==> src/rtl/dma_sched_pkg.sv <==
// Shared definitions for the DMA channel scheduler: one-hot state codes,
// descriptor alignment check and the default watchdog limit.
package dma_sched_pkg;

  localparam logic [6:0] ST_IDLE  = 7'b000_0001;
  localparam logic [6:0] ST_CHECK = 7'b000_0010;
  localparam logic [6:0] ST_START = 7'b000_0100;
  localparam logic [6:0] ST_WAIT  = 7'b000_1000;
  localparam logic [6:0] ST_DONE  = 7'b001_0000;
  localparam logic [6:0] ST_ERR   = 7'b010_0000;
  localparam logic [6:0] ST_HALT  = 7'b100_0000;

  localparam int DEFAULT_TIMEOUT = 65535;

  // Masters move whole 32-bit words, so addresses and length must be 4-byte multiples.
  function automatic logic desc_misaligned(input logic [1:0] src_lo,
                                           input logic [1:0] dst_lo,
                                           input logic [1:0] len_lo);
    return (src_lo | dst_lo | len_lo) != 2'b00;
  endfunction

endpackage

==> src/rtl/dma_channel_scheduler_rr_arbiter.sv <==
// Combinational rotate-priority arbiter: first requester at or after ptr,
// wrapping modulo NUM_CH.
module rr_arbiter #(
  parameter int NUM_CH = 4,
  parameter int PTR_W  = $clog2(NUM_CH)
) (
  input  logic [NUM_CH-1:0] req,
  input  logic [PTR_W-1:0]  ptr,
  output logic              grant_valid,
  output logic [PTR_W-1:0]  grant_idx
);

  // Scan from farthest to nearest so the nearest requester is written last.
  always_comb begin
    grant_valid = 1'b0;
    grant_idx   = '0;
    for (int i = NUM_CH - 1; i >= 0; i--) begin
      if (req[(int'(ptr) + i) % NUM_CH]) begin
        grant_valid = 1'b1;
        grant_idx   = PTR_W'((int'(ptr) + i) % NUM_CH);
      end
    end
  end

endmodule

==> src/rtl/dma_channel_scheduler.sv <==
// Round-robin descriptor scheduler sharing one read/write DMA master pair.
// Optional watchdog + HALT state enabled by defining DMA_SCHED_TIMEOUT_EN.
module dma_channel_scheduler
  import dma_sched_pkg::*;
#(
  parameter int NUM_CH         = 4,
  parameter int ADDR_WIDTH     = 32,
  parameter int LEN_WIDTH      = 32,
  parameter int TIMEOUT_CYCLES = DEFAULT_TIMEOUT,
  parameter int PTR_W          = $clog2(NUM_CH)
) (
  input  logic                         clk,
  input  logic                         reset,
  input  logic [NUM_CH-1:0]            i_ch_req,
  input  logic [NUM_CH*ADDR_WIDTH-1:0] i_ch_src_addr,
  input  logic [NUM_CH*ADDR_WIDTH-1:0] i_ch_dst_addr,
  input  logic [NUM_CH*LEN_WIDTH-1:0]  i_ch_len,
  output logic [NUM_CH-1:0]            o_ch_ack,
  output logic [NUM_CH-1:0]            o_ch_done,
  output logic [NUM_CH-1:0]            o_ch_err,
  output logic                         o_rd_start,
  output logic                         o_wr_start,
  output logic [ADDR_WIDTH-1:0]        o_rd_src_addr,
  output logic [ADDR_WIDTH-1:0]        o_wr_dst_addr,
  output logic [LEN_WIDTH-1:0]         o_xfer_len,
  input  logic                         i_rd_done,
  input  logic                         i_wr_done,
  output logic                         o_busy,
  output logic [PTR_W-1:0]             o_active_ch
);

  logic [6:0]            state_q, state_d;
  logic [PTR_W-1:0]      rr_ptr_q, rr_ptr_d;
  logic [PTR_W-1:0]      active_q, active_d;
  logic [ADDR_WIDTH-1:0] src_q, src_d, dst_q, dst_d;
  logic [LEN_WIDTH-1:0]  len_q, len_d;
  logic                  rd_seen_q, rd_seen_d, wr_seen_q, wr_seen_d;
  logic                  start_q, start_d, busy_q, busy_d;
  logic [NUM_CH-1:0]     ack_q, ack_d, done_q, done_d, err_q, err_d;
  logic                  grant_valid;
  logic [PTR_W-1:0]      grant_idx;
  logic [PTR_W-1:0]      next_ptr;
  logic                  rd_now, wr_now;
`ifdef DMA_SCHED_TIMEOUT_EN
  logic [31:0]           cnt_q, cnt_d;
`endif

  rr_arbiter #(.NUM_CH(NUM_CH), .PTR_W(PTR_W)) u_arb (
    .req         (i_ch_req),
    .ptr         (rr_ptr_q),
    .grant_valid (grant_valid),
    .grant_idx   (grant_idx)
  );

  assign next_ptr = (active_q == PTR_W'(NUM_CH - 1)) ? '0 : active_q + 1'b1;
  assign rd_now   = rd_seen_q | i_rd_done;
  assign wr_now   = wr_seen_q | i_wr_done;

  always_comb begin
    state_d   = state_q;
    rr_ptr_d  = rr_ptr_q;
    active_d  = active_q;
    src_d     = src_q;
    dst_d     = dst_q;
    len_d     = len_q;
    rd_seen_d = rd_seen_q;
    wr_seen_d = wr_seen_q;
    start_d   = 1'b0;
    ack_d     = '0;
    done_d    = '0;
    err_d     = '0;
`ifdef DMA_SCHED_TIMEOUT_EN
    cnt_d     = cnt_q;
`endif
    case (state_q)
      ST_IDLE: begin
        if (grant_valid) begin
          src_d            = i_ch_src_addr[grant_idx*ADDR_WIDTH +: ADDR_WIDTH];
          dst_d            = i_ch_dst_addr[grant_idx*ADDR_WIDTH +: ADDR_WIDTH];
          len_d            = i_ch_len[grant_idx*LEN_WIDTH +: LEN_WIDTH];
          ack_d[grant_idx] = 1'b1;
          active_d         = grant_idx;
          state_d          = ST_CHECK;
        end
      end
      ST_CHECK: begin
        if (len_q == '0)
          state_d = ST_DONE;
        else if (desc_misaligned(src_q[1:0], dst_q[1:0], len_q[1:0]))
          state_d = ST_ERR;
        else
          state_d = ST_START;
      end
      ST_START: begin
        start_d   = 1'b1;
        rd_seen_d = 1'b0;
        wr_seen_d = 1'b0;
        state_d   = ST_WAIT;
`ifdef DMA_SCHED_TIMEOUT_EN
        cnt_d     = '0;
`endif
      end
      ST_WAIT: begin
        rd_seen_d = rd_now;
        wr_seen_d = wr_now;
        // Completion is committed on the edge that sees the later done, so
        // o_ch_done follows that pulse by exactly one cycle.
        if (rd_now && wr_now) begin
          done_d[active_q] = 1'b1;
          rr_ptr_d         = next_ptr;
          state_d          = ST_IDLE;
        end
`ifdef DMA_SCHED_TIMEOUT_EN
        else if (cnt_q == 32'(TIMEOUT_CYCLES - 1)) begin
          err_d[active_q] = 1'b1;
          state_d         = ST_HALT;
        end else begin
          cnt_d = cnt_q + 32'd1;
        end
`endif
      end
      ST_DONE: begin
        done_d[active_q] = 1'b1;
        rr_ptr_d         = next_ptr;
        state_d          = ST_IDLE;
      end
      ST_ERR: begin
        err_d[active_q] = 1'b1;
        rr_ptr_d        = next_ptr;
        state_d         = ST_IDLE;
      end
`ifdef DMA_SCHED_TIMEOUT_EN
      ST_HALT: state_d = ST_HALT;
`endif
      default: state_d = ST_IDLE;
    endcase
    busy_d = (state_d != ST_IDLE);
  end

  always_ff @(posedge clk or posedge reset) begin
    if (reset) begin
      state_q   <= ST_IDLE;
      rr_ptr_q  <= '0;
      active_q  <= '0;
      src_q     <= '0;
      dst_q     <= '0;
      len_q     <= '0;
      rd_seen_q <= 1'b0;
      wr_seen_q <= 1'b0;
      start_q   <= 1'b0;
      busy_q    <= 1'b0;
      ack_q     <= '0;
      done_q    <= '0;
      err_q     <= '0;
`ifdef DMA_SCHED_TIMEOUT_EN
      cnt_q     <= '0;
`endif
    end else begin
      state_q   <= state_d;
      rr_ptr_q  <= rr_ptr_d;
      active_q  <= active_d;
      src_q     <= src_d;
      dst_q     <= dst_d;
      len_q     <= len_d;
      rd_seen_q <= rd_seen_d;
      wr_seen_q <= wr_seen_d;
      start_q   <= start_d;
      busy_q    <= busy_d;
      ack_q     <= ack_d;
      done_q    <= done_d;
      err_q     <= err_d;
`ifdef DMA_SCHED_TIMEOUT_EN
      cnt_q     <= cnt_d;
`endif
    end
  end

  assign o_ch_ack      = ack_q;
  assign o_ch_done     = done_q;
  assign o_ch_err      = err_q;
  assign o_rd_start    = start_q;
  assign o_wr_start    = start_q;
  assign o_rd_src_addr = src_q;
  assign o_wr_dst_addr = dst_q;
  assign o_xfer_len    = len_q;
  assign o_busy        = busy_q;
  assign o_active_ch   = active_q;

endmodule

==> config.mk <==
export PLATFORM = sky130hd
export DESIGN_NAME = dma_channel_scheduler
export DESIGN_NICKNAME = d
export VERILOG_FILES = /design/src/rtl/dma_sched_pkg.sv /design/src/rtl/dma_channel_scheduler_rr_arbiter.sv /design/src/rtl/dma_channel_scheduler.sv
export SDC_FILE = /design/constraint.sdc
export NUM_CORES = 1
export LEC_CHECK = 0
export CAP_MARGIN = 15
export CORE_AREA = 2 2 198 200
export CTS_BUF_LIST = sky130_fd_sc_hd__clkbuf_4
export CTS_CLUSTER_DIAMETER = 30
export DETAILED_ROUTE_END_ITERATION = 12
export DIE_AREA = 0 0 200 202
export PLACE_DENSITY_LB_ADDON = 0.25
export SLEW_MARGIN = 10
export SYNTH_ARGS = -nofsm -noshare
export SYNTH_HDL_FRONTEND = slang
export SYNTH_SLANG_ARGS = --single-unit
==> constraint.sdc <==
create_clock -name clk -period 9.7 [get_ports clk]
set_input_delay 0.97 -clock clk [delete_from_list [all_inputs] [get_ports clk]]
set_output_delay 0.97 -clock clk [all_outputs]
set_load 0.01 [all_outputs]
==> out/results.txt <==
Area contributors post-synth: dfrtp_1, a221o_1, o22a_1
RSZ-0062 raised after global routing: no
Wire length per cell: 22.4 µm
Worst-Skew Late Latency: 600 ps
DIE WIDTH: 200 µm
Peak VDD IR: 0.0713 mV
Min setup slack post-route: 5910 ps
DRT antenna net count: 0
Fin. Hold Viols: 0
Synth area leader: dfrtp_1
Startpoint types: primary input
Die Area: 40400 µm²
Final wirelength: 39800 µm
Setup TNS: 0 ps
# H-tree levels: 4
Setup bufs post-CTS: 0
Placed instance area: 12800 µm²
First-pass GRT wire length: 56400 µm
Worst hold path type: register to register
Status: complete, no violations
Hold buffer count at CTS: 0
Reg2Reg Depth: 7
Vias: 8847
Most frequent cells in the layout: clkdlybuf4s50_1, dfrtp_1, o21ai_0
Synth Area per Inst: 9.20 µm²
Power Dens Cells: 195 nW/µm²
Grt ovf: 0
Sink Count: 123
Relative slew slack: 0.285
Max Cap Viol: 0
Crit end category: register
TritonCTS clock tree: yes
HPWL Detailed: 28500 µm
Reg2reg setup slack: 6320 ps
Final setup violation count: 0
Chip height: 202 µm
Synthesized flop and latch total: 123
Fin area: 13100 µm²
Pre-Repair DR Iteration Count: 5
Post-synth EDFFs: 0
Worst clock skew: 22.2 ps
Non-Filler Instances: 1775
Post-CTS Resized: 0
Placed Cells: 1741
CTS clk-pin slew, worst paths: 140 ps
Ys flop type: dfrtp_1
Worst slack, placed: 5140 ps
Root buffer cell: clkbuf_4
Cell variety after synth: 39
Gpl congestion: 0.846
Vias in the first global route: 9024
Synth warn: 0
Ports: 505
Critical Path AT: 4340 ps
Peak Freq: 264 MHz
Most common cell after layout, fill and taps aside: clkdlybuf4s50_1
Crit Path Category: primary input to register
Via/cell ratio: 4.98
Share of cells above drive strength 1: 0.0454
Final Cycle Share: 0.390
PortBufs: 504
Rows: 72
Slew Limit Fails: 0
CTS Buffer Depth: 2
Synth top area share: 0.412
Critical path's slowest cell: o22a_4
Worst stage delay on the critical path: 650 ps
Hold Path Cell Cnt: 1
Number of nets in the layout: 1638
Worst-Margin Slew: 1070 ps
Min cycle time layout: 3790 ps
CP max FO: 49
Post-Synthesis Cells: 805
Critical path required time: 10250 ps
DRC: 0
Total leakage power: 4.76 nW
Largest net degree at the start of global routing: 97
Num CTS Buffers: 17
Antenna violations before repair: 5
Seq/Total Area, Yosys: 0.416
Total track usage: 0.189
Mapped Nets: 1201
Netlist Area Pre-Place: 7410 µm²
Crit-path cells: clkdlybuf4s50_1 > a21boi_0 > o22a_4 > buf_4 > nand3_1 > a21oi_1 > o22a_1
DRT iter0 DRCs: 476
Syn-to-layout area delta: 77.5%
Initial Utilization: 0.193
Core box area: 38300 µm²
FFs w/ async S/R, synth: 1.00
## critical path, delay by kind of cell
kind | cells | cell delay [ps]
AND/OR/NAND/NOR | 1 | 160
AO/OA/AOI/OAI | 4 | 1860
buffers and inverters | 2 | 1240
## layer usage
layer | GRT usage | vias up | part of all wire
met4 | 0.0791 | 4 | 0.032
met3 | 0.0562 | 58 | 0.091
li1 | - | 4068 | -
met5 | 0 | - | 0.00065
met1 | 0.214 | 4277 | 0.38
met2 | 0.328 | 440 | 0.49
## state kept, by name (all words and copies together), names as in the netlist
register and count:
o_active_ch 2, o_busy 1, o_ch_ack 4, o_ch_done 4, o_ch_err 4, o_rd_src_addr 32, o_rd_start 1, o_wr_dst_addr 32
o_xfer_len 32, rd_seen_q 1, rr_ptr_q 2, state_q 7, wr_seen_q 1
## cells in the mapped netlist, drive strengths merged, types with 2 or more instances
cell    count
or4         2
a21o        4
ha          4
a21boi      2
nand4       2
o22a       98
o21ai     102
nor2b       3
nor2       13
a221o      96
o22ai       3
mux2        2
nor4       14
nand3      97
dfrtp     122
nand2      12
a21oi     101
and2        3
clkbuf     69
buf        29
or3         3
nor3        3
mux2i       2
inv         9
## stage by stage
stage                     hold slack (ps)  total power, W   util
final                                 522         0.00256  0.343
after floorplan                       486         0.00139      -
after global routing                  540         0.00271  0.343
after CTS                             528         0.00260  0.343
after detailed placement              497         0.00214  0.334
after global placement                489         0.00214  0.334
## worst paths after layout
| kind | start | to |
|---|---|---|
| max in group asynchronous | reset | o_rd_src_addr[28] |
| min in group asynchronous | reset | o_rd_src_addr[31] |
| min | o_rd_src_addr[17] | o_rd_src_addr[17] |
| max | i_ch_req[1] | o_xfer_len[31] |
| max reg2reg | state_q[4] | o_ch_ack[2] |
| min reg2reg | o_rd_src_addr[17] | o_rd_src_addr[17] |
## report_power, final
group	internal, W	leakage (nW)	total, W	switching, W
logic	0.000672	3.16	0.00129	0.000615
registers	0.000684	1.43	0.000825	0.000141
clock network	0.000209	0.174	0.000446	0.000237
total	0.00156	4.76	0.00256	0.000994
## logic make-up (layout without fill, tap and decap cells)
logic type / count (synthesis) / in the layout / share of synthesized area
flops: 123 / 123 / 0.416
compound gates: 408 / 408 / 0.394
simple gates: 157 / 157 / 0.109
xor+xnor: 1 / 1 / 0.00118
mux: 4 / 4 / 0.00574
other cells: 1 / 3 / 0.000506
fa+ha+maj: 4 / 4 / 0.00676
buf+inv: 107 / 557 / 0.0667
## cell type report
cell class,instances,area [µm²]
sequential,123,3080
clock buffer,17,128
tap,518,648
clock inverter,15,210
fill,3966,25100
multi-input combinational,575,3900
inverter,9,41.3
timing repair buffer,516,5130
antenna,2,5.00
Power figures use the tool's default switching activity.
